[src/rtl/alu_reservation_station.sv]
// Buffers dispatched ALU instructions until both operands are available, snooping
// the ALU and load-unit result buses, and issues the lowest-index ready entry each cycle.
module alu_reservation_station #(
    parameter int ENTRIES = 4
) (
    input  logic        clk_in,
    input  logic        rst_in,
    input  logic        rdy_in,
    input  logic        flush_pipline,
    input  logic        dispatch_valid,
    input  logic [2:0]  dispatch_ins_id,
    input  logic [6:0]  dispatch_opcode,
    input  logic [2:0]  dispatch_funct3,
    input  logic [6:0]  dispatch_funct7,
    input  logic [31:0] dispatch_imm,
    input  logic [5:0]  dispatch_shamt,
    input  logic [31:0] dispatch_PC,
    input  logic        dispatch_is_compressed,
    input  logic        dispatch_rs1_rdy,
    input  logic [31:0] dispatch_rs1_val,
    input  logic [2:0]  dispatch_rs1_tag,
    input  logic        dispatch_rs2_rdy,
    input  logic [31:0] dispatch_rs2_val,
    input  logic [2:0]  dispatch_rs2_tag,
    input  logic        alu_rdy,
    input  logic [2:0]  res_ins_id,
    input  logic [31:0] alu_res,
    input  logic        mem_rdy,
    input  logic [2:0]  mem_ins_id,
    input  logic [31:0] mem_res,
    output logic        have_ins,
    output logic [2:0]  ins_id,
    output logic [31:0] rs1_val,
    output logic [31:0] rs2_val,
    output logic [31:0] imm_val,
    output logic [5:0]  shamt_val,
    output logic [6:0]  opcode,
    output logic [2:0]  funct3,
    output logic [6:0]  funct7,
    output logic [31:0] request_PC,
    output logic        is_compressed_ins,
    output logic        rs_full
);

    localparam int IW = (ENTRIES > 1) ? $clog2(ENTRIES) : 1;

    typedef struct packed {
        logic        rdy;
        logic [31:0] val;
        logic [2:0]  tag;
    } opnd_t;

    typedef struct packed {
        logic        valid;
        logic [2:0]  ins_id;
        logic [6:0]  opcode;
        logic [2:0]  funct3;
        logic [6:0]  funct7;
        logic [31:0] imm;
        logic [5:0]  shamt;
        logic [31:0] pc;
        logic        is_c;
        opnd_t       rs1;
        opnd_t       rs2;
    } entry_t;

    entry_t              ent_q [ENTRIES];
    entry_t              ent_d [ENTRIES];
    entry_t              disp_ent;
    entry_t              iss_ent;
    logic [ENTRIES-1:0]  valid_vec;
    logic                iss_found;
    logic [IW-1:0]       iss_sel;
    logic [IW-1:0]       free_sel;

    // Load-unit result takes priority when both buses carry the same tag.
    function automatic opnd_t snoop(input opnd_t o);
        opnd_t r;
        r = o;
        if (!o.rdy) begin
            if (mem_rdy && (o.tag == mem_ins_id)) begin
                r.rdy = 1'b1;
                r.val = mem_res;
            end else if (alu_rdy && (o.tag == res_ins_id)) begin
                r.rdy = 1'b1;
                r.val = alu_res;
            end
        end
        return r;
    endfunction

    // Downward scan so the lowest index wins for both issue and free-slot choice.
    always_comb begin
        iss_found = 1'b0;
        iss_sel   = '0;
        free_sel  = '0;
        valid_vec = '0;
        for (int i = ENTRIES - 1; i >= 0; i--) begin
            valid_vec[i] = ent_q[i].valid;
            if (ent_q[i].valid && ent_q[i].rs1.rdy && ent_q[i].rs2.rdy) begin
                iss_found = 1'b1;
                iss_sel   = IW'(i);
            end
            if (!ent_q[i].valid) begin
                free_sel = IW'(i);
            end
        end
    end

    assign rs_full = &valid_vec;
    assign iss_ent = ent_q[iss_sel];

    always_comb begin
        disp_ent        = '0;
        disp_ent.valid  = 1'b1;
        disp_ent.ins_id = dispatch_ins_id;
        disp_ent.opcode = dispatch_opcode;
        disp_ent.funct3 = dispatch_funct3;
        disp_ent.funct7 = dispatch_funct7;
        disp_ent.imm    = dispatch_imm;
        disp_ent.shamt  = dispatch_shamt;
        disp_ent.pc     = dispatch_PC;
        disp_ent.is_c   = dispatch_is_compressed;
        disp_ent.rs1    = snoop('{dispatch_rs1_rdy, dispatch_rs1_val, dispatch_rs1_tag});
        disp_ent.rs2    = snoop('{dispatch_rs2_rdy, dispatch_rs2_val, dispatch_rs2_tag});
    end

    // Free slot is chosen from start-of-cycle valid bits, so an entry issued
    // this cycle cannot be refilled until the next one.
    always_comb begin
        for (int i = 0; i < ENTRIES; i++) begin
            ent_d[i] = ent_q[i];
            if (ent_q[i].valid) begin
                ent_d[i].rs1 = snoop(ent_q[i].rs1);
                ent_d[i].rs2 = snoop(ent_q[i].rs2);
            end
        end
        if (iss_found) begin
            ent_d[iss_sel].valid = 1'b0;
        end
        if (dispatch_valid && !rs_full) begin
            ent_d[free_sel] = disp_ent;
        end
    end

    always_ff @(posedge clk_in or negedge rst_in) begin
        if (!rst_in) begin
            for (int i = 0; i < ENTRIES; i++) begin
                ent_q[i] <= '0;
            end
            have_ins          <= 1'b0;
            ins_id            <= '0;
            rs1_val           <= '0;
            rs2_val           <= '0;
            imm_val           <= '0;
            shamt_val         <= '0;
            opcode            <= '0;
            funct3            <= '0;
            funct7            <= '0;
            request_PC        <= '0;
            is_compressed_ins <= 1'b0;
        end else if (rdy_in) begin
            if (flush_pipline) begin
                for (int i = 0; i < ENTRIES; i++) begin
                    ent_q[i].valid <= 1'b0;
                end
                have_ins <= 1'b0;
            end else begin
                for (int i = 0; i < ENTRIES; i++) begin
                    ent_q[i] <= ent_d[i];
                end
                have_ins <= iss_found;
                if (iss_found) begin
                    ins_id            <= iss_ent.ins_id;
                    rs1_val           <= iss_ent.rs1.val;
                    rs2_val           <= iss_ent.rs2.val;
                    imm_val           <= iss_ent.imm;
                    shamt_val         <= iss_ent.shamt;
                    opcode            <= iss_ent.opcode;
                    funct3            <= iss_ent.funct3;
                    funct7            <= iss_ent.funct7;
                    request_PC        <= iss_ent.pc;
                    is_compressed_ins <= iss_ent.is_c;
                end
            end
        end
    end

endmodule

[config.mk]
export PLATFORM = sky130hd
export DESIGN_NAME = alu_reservation_station
export DESIGN_NICKNAME = d
export VERILOG_FILES = /design/src/rtl/alu_reservation_station.sv
export SDC_FILE = /design/constraint.sdc
export NUM_CORES = 2
export LEC_CHECK = 0
export CORE_MARGIN = 2
export CORE_UTILIZATION = 40
export DETAILED_ROUTE_END_ITERATION = 10
export HOLD_SLACK_MARGIN = 0.03
export MAX_ROUTING_LAYER = met4
export PLACE_DENSITY_LB_ADDON = 0.08
export SYNTH_ARGS = -nofsm -noshare
export SYNTH_HDL_FRONTEND = slang
export SYNTH_SLANG_ARGS = --single-unit
[constraint.sdc]
create_clock -name clk_in -period 2.5 [get_ports clk_in]
set_clock_uncertainty 0.05 [all_clocks]
set_input_delay 0.375 -clock clk_in [delete_from_list [all_inputs] [get_ports clk_in]]
set_output_delay 0.375 -clock clk_in [all_outputs]
set_load 0.05 [all_outputs]
**Word level (Yosys, flattened, before mapping)**

Index checks and enable logic that the tools add are counted.

- Add/sub/neg operators: 0
- Multiply operators: 0
- Divide/modulo/power cells: 0
- Order comparisons: 4
- Equal/unequal tests: 20
- Shift operators: 0
- Muxes and demuxes: 62
- Bitwise logic cells: 3
- Reductions and logical operators: 35

Operators by type and width:

| cell | count |
|---|---|
| 656-bit bitwise mux | 2 |
| 656-bit two-way mux | 2 |
| 33-bit two-way mux | 30 |
| 164-bit demux with 2-bit select | 2 |
| 164-bit binary-select mux with 2-bit select | 1 |
| 164-bit two-way mux | 2 |
| 163-bit two-way mux | 2 |
| 72-bit two-way mux | 4 |
| 3-bit equality test | 20 |
| 1-bit logical AND | 31 |
| 2-bit two-way mux | 8 |
| 1-bit two-way mux | 9 |
| 3-bit >= comparator, second input constant | 2 |
| 3-bit by 1-bit less-than comparator with 1-bit output, second input constant | 2 |
| 2-bit NOT with 3-bit output | 2 |
| 4-bit AND reduction | 1 |
| 3-bit AND reduction | 1 |
| 2-bit AND reduction | 1 |
| 1-bit zero test | 1 |
| 1-bit NOT | 1 |

- Register bits: 812
- Latch bits: 0
- Bits in writable memories: 0
- Memory bits (read-only): 0
- Input port bits: 240
- Output and inout bits: 157
- Word-level logic and storage cells: 195
- Memories kept: 0

**Logic depth before layout (Yosys ltp)**

- Depth after elaboration: 16
- Gate-level depth with buffers: 9
- Gate-level depth less buffers: 5

**Worst setup path before layout**

No wires, ideal clock.

- Kind: input port to flip-flop
- Start: input port dispatch_rs1_tag[1]
- End: register ent_q[39] (netlist bit)
- Arrival time: 2.305 ns
- Slack: 0.019 ns
- Stages on the path: 7
- Path buffers: 2
- Cells stage by stage: clkbuf_1 > xor2_1 > or4b_4 > buf_6 > a21o_1 > a221o_1 > a221o_1

- Cells in the longest elaborated chain, start to end: 7
- Elaborated cells between the ends (all ways): 9

RTL lines:

| element | line | source |
|---|---|---|
| from (decl) | 21 | `input logic [2:0] dispatch_rs1_tag,` |
| 3-bit equality test | 84 | `end else if (alu_rdy && (o.tag == res_ins_id)) begin` |
| 1-bit logical AND | 84 |  |
| 33-bit two-way mux | 84 |  |
| 33-bit two-way mux * | 81 | `if (mem_rdy && (o.tag == mem_ins_id)) begin` |
| 33-bit two-way mux * | 80 | `if (!o.rdy) begin` |
| 656-bit bitwise mux * | 142 | `ent_d[free_sel] = disp_ent;` |
| 656-bit two-way mux * | 141 | `if (dispatch_valid && !rs_full) begin` |
| to (signal, indexed assignment) | 170 | `ent_q[i] <= ent_d[i];` |
| to (decl) | 67 | `entry_t ent_q [ENTRIES];` |

Every way passes the cells marked *; elsewhere a longest branch is shown, timed or not.
A chain may end at the register's enable or synchronous reset.

**Final worst setup path**

- Start: register rs1_val[31]
- End: output port rs1_val[31]

RTL lines:

| element | line | source |
|---|---|---|
| from (decl) | 33 | `output logic [31:0] rs1_val,` |
| from (signal assigned) | 175 | `rs1_val <= iss_ent.rs1.val;` |

No word-level cell between the ends.

==> results.md <==
- Syn_area_per_cell: roughly 9 um2
- Top Usage Layer GRT: met2
- Final setup viols: 0
- Setup crit start kind: register
- Layout Nets: 4925
- Die area: 99900 um2
- Most used DFF post-synth: dfrtp_1
- Crit path cell chain: clkdlybuf4s50_1
- CP required: 2.08 ns
- Global-route wire length before repair: 230 mm
- Hpwl dp: 98.0 mm
- Max incr delay on CP: slightly below 0.9 ns
- EDFF count, synth: 0
- Fmax: 407 MHz
- Htree depth: 3
- Crit end category: primary output
- Share of layout cells above drive strength 1: 14.0%
- Post-route ant nets: 0
- Max clock buf depth: 3
- RePlAce Congestion: 0.937
- Crit path max-delay cell type: clkdlybuf4s50_1
- PD cells: around 980 nW/um2
- Syn nets: 4515
- Drt first pass iters: 8
- Commonest non-fill, non-tap cell in the layout: nand2_1
- Register area share after synthesis: a little over half
- Grt total ovfl: 0
- Crit-path max FO: 2
- Status: finished clean
- Row count: between 100 and 150
- Most frequent cells in the layout: nand2_1 (1579), dfrtp_1 (812), clkdlybuf4s50_1 (391)
- Worst vdd ir: 787 uV
- Post-CTS Setup Bufs: 0
- IO Pins: roughly 400
- Routed vias/inst: 5.80
- Via Count: roughly 35000
- Slew headroom: between 50 and 60%
- WP buf/inv: 1
- Top delay family on crit path: buffers and inverters
- Worst min path class: input port to async pin
- Total core area: 96600 um2
- Die span in y: 316 um
- Final hold vios: 0
- Total track usage: 31.4%
- GR Util met2: 47.0%
- Synthesized instance count: 4275
- Number of global-route vias before repair: 35100
- Starting DRT DRC Count: ~3800
- Max_cap viols: 0
- Worst-margin pin slew: 0.728 ns
- Met3 usage: about 5.6%
- Final Max Tran Viols: 0
- RSZ-0062 raised after global routing: no
- #FFs+latches synth: around 800
- YS warnings: 0
- Residual DRC: 0
- Critical path class: register to primary output
- Clk root buf: clkbuf_16
- Async set or reset register ratio after synthesis: 100%
- Leakage: 23.6 nW
- Initial antenna violation count: 19
- Final Critical Period: 2.46 ns
- Area growth syn-to-layout: 28.6%
- Drt wl/cell: 25.3 um
- Starting density of the core: 40.4%
- Period utilization: 98.2%
- CTS tree: done
- Global Route met1 Usage: 42.3%
- CTS clk-pin slew, worst paths: 0.06 ns
- Largest net degree at the start of global routing: 69
- Port Buffers: 396
- TNS Setup: 0 ns
- Hold_ws: 0.214 ns
- Clk sinks: 812
- CTS buffer count: 92
- Routed WL: 153 mm
- Post-synth cell types: ~60
- Worst skew pair latency: between 0.6 and 0.7 ns
- Worst Path Arrival: 2.03 ns
- Mapped cell area: 39000 um2
- Chip width: 316 um
[cells by family after synthesis]
| kind of cell | share of synthesized area [%] |
|---|---|
| xor gates and xnor gates | 1.42 |
| muxes | 4.07 |
| buffers and inverters | 4.23 |
| and+or+nand+nor | 21.1 |
| DFF | 52.1 |
| AOI/OAI and AO/OA | 17.1 |
[worst reg2reg max path, cell delays in order (launching register included)]
cell and delay (ns):
dfrtp_1 0.42, xor2_1 0.18, nor4b_1 0.61, or2_2 0.28, a21oi_4 0.10, buf_12 0.18
a221o_1 0.33
[layout make-up]
cell class | instances | area, um2
diodes | 21 | 52.6
clock buffers | 132 | 2720
clock inverters | 34 | 434
fillers | 8888 | 46400
inverters | 9 | 33.8
multi-input cells | 3040 | 17200
flip-flops and latches | 812 | 20300
well taps | 1276 | 1600
repair buffers | 730 | 7820
[state kept, by name, indices dropped and copies added, names as in the netlist, 3 cells and up]
name	count
funct7	7
opcode	7
ins_id	3
shamt_val	6
request_PC	32
funct3	3
ent_q	656
rs1_val	32
imm_val	32
rs2_val	32
[final timing paths]
path	end	from	slack [ns]	cells past startpoint
worst min-delay path	ent_q[557]	rst_in	0.21	2
worst min register to register	ent_q[626]	ent_q[626]	0.42	2
max in group asynchronous	request_PC[28]	rst_in	1.34	4
worst max-delay path	rs1_val[31]	rs1_val[31]	0.04	1
worst max register to register	ent_q[380]	ent_q[365]	0.23	6
min in group clk_in	ent_q[247]	dispatch_PC[10]	0.27	3
[per-layer routing]
| metal | part of all wire [%] | vias up |
|---|---|---|
| li1 | - | 15800 |
| met1 | 42 | 17300 |
| met2 | 45 | 1670 |
| met3 | 8.8 | 353 |
| met4 | 3.9 | 0 |
| met5 | 0 | - |
[repair_timing]
item | in CTS | in global routing
endpoints found under the hold margin | 67 | 0
hold buffers | 1 | 0
gates resized for setup | 0 | 0
[power by group]
group	internal [W]	switching, W
combinational	0.00595	0.00921
sequential	0.0170	0.00265
clock	0.00847	0.00576
total	0.0315	0.0176
[cell usage after synthesis, drive strengths merged, types with 5 or more instances]
library cell / n / area [um2]
a211oi: 7 / 57.6
a21oi: 82 / 410
a221o: 150 / 1500
a222oi: 155 / 1550
a22o: 6 / 52.6
a31oi: 160 / 1000
and3: 5 / 31.3
and4: 7 / 61.3
buf: 53 / 260
clkbuf: 361 / 1360
dfrtp: 812 / 20300
inv: 9 / 33.8
mux2i: 155 / 1550
nand2: 1581 / 5930
nand2b: 59 / 369
nand3: 44 / 225
nand3b: 6 / 45.0
nand4: 32 / 200
nor2: 265 / 995
nor2b: 12 / 75.1
nor3: 10 / 50.1
nor3b: 6 / 45.0
o21a: 5 / 37.5
o21ai: 26 / 130
o221a: 145 / 1630
o2bb2ai: 5 / 43.8
or2: 6 / 37.5
xnor2: 49 / 429
xor2: 14 / 123
[stage by stage]
step	cell area, um2	util [%]	setup WS [ns]	instances	power [W]
3_5_place_dp	46900	48.6	-0.478	5866	0.0350
5_1_grt	50100	51.9	0.0200	6052	0.0515
6_report	50100	51.9	0.0442	6054	0.0491
3_3_place_gp	46900	48.6	-0.438	5866	0.0348
2_1_floorplan	39000	-	0.0193	4275	0.0287
4_1_cts	50100	51.9	0.0179	6033	0.0494
Note: power is estimated with default switching activity, not from simulation.
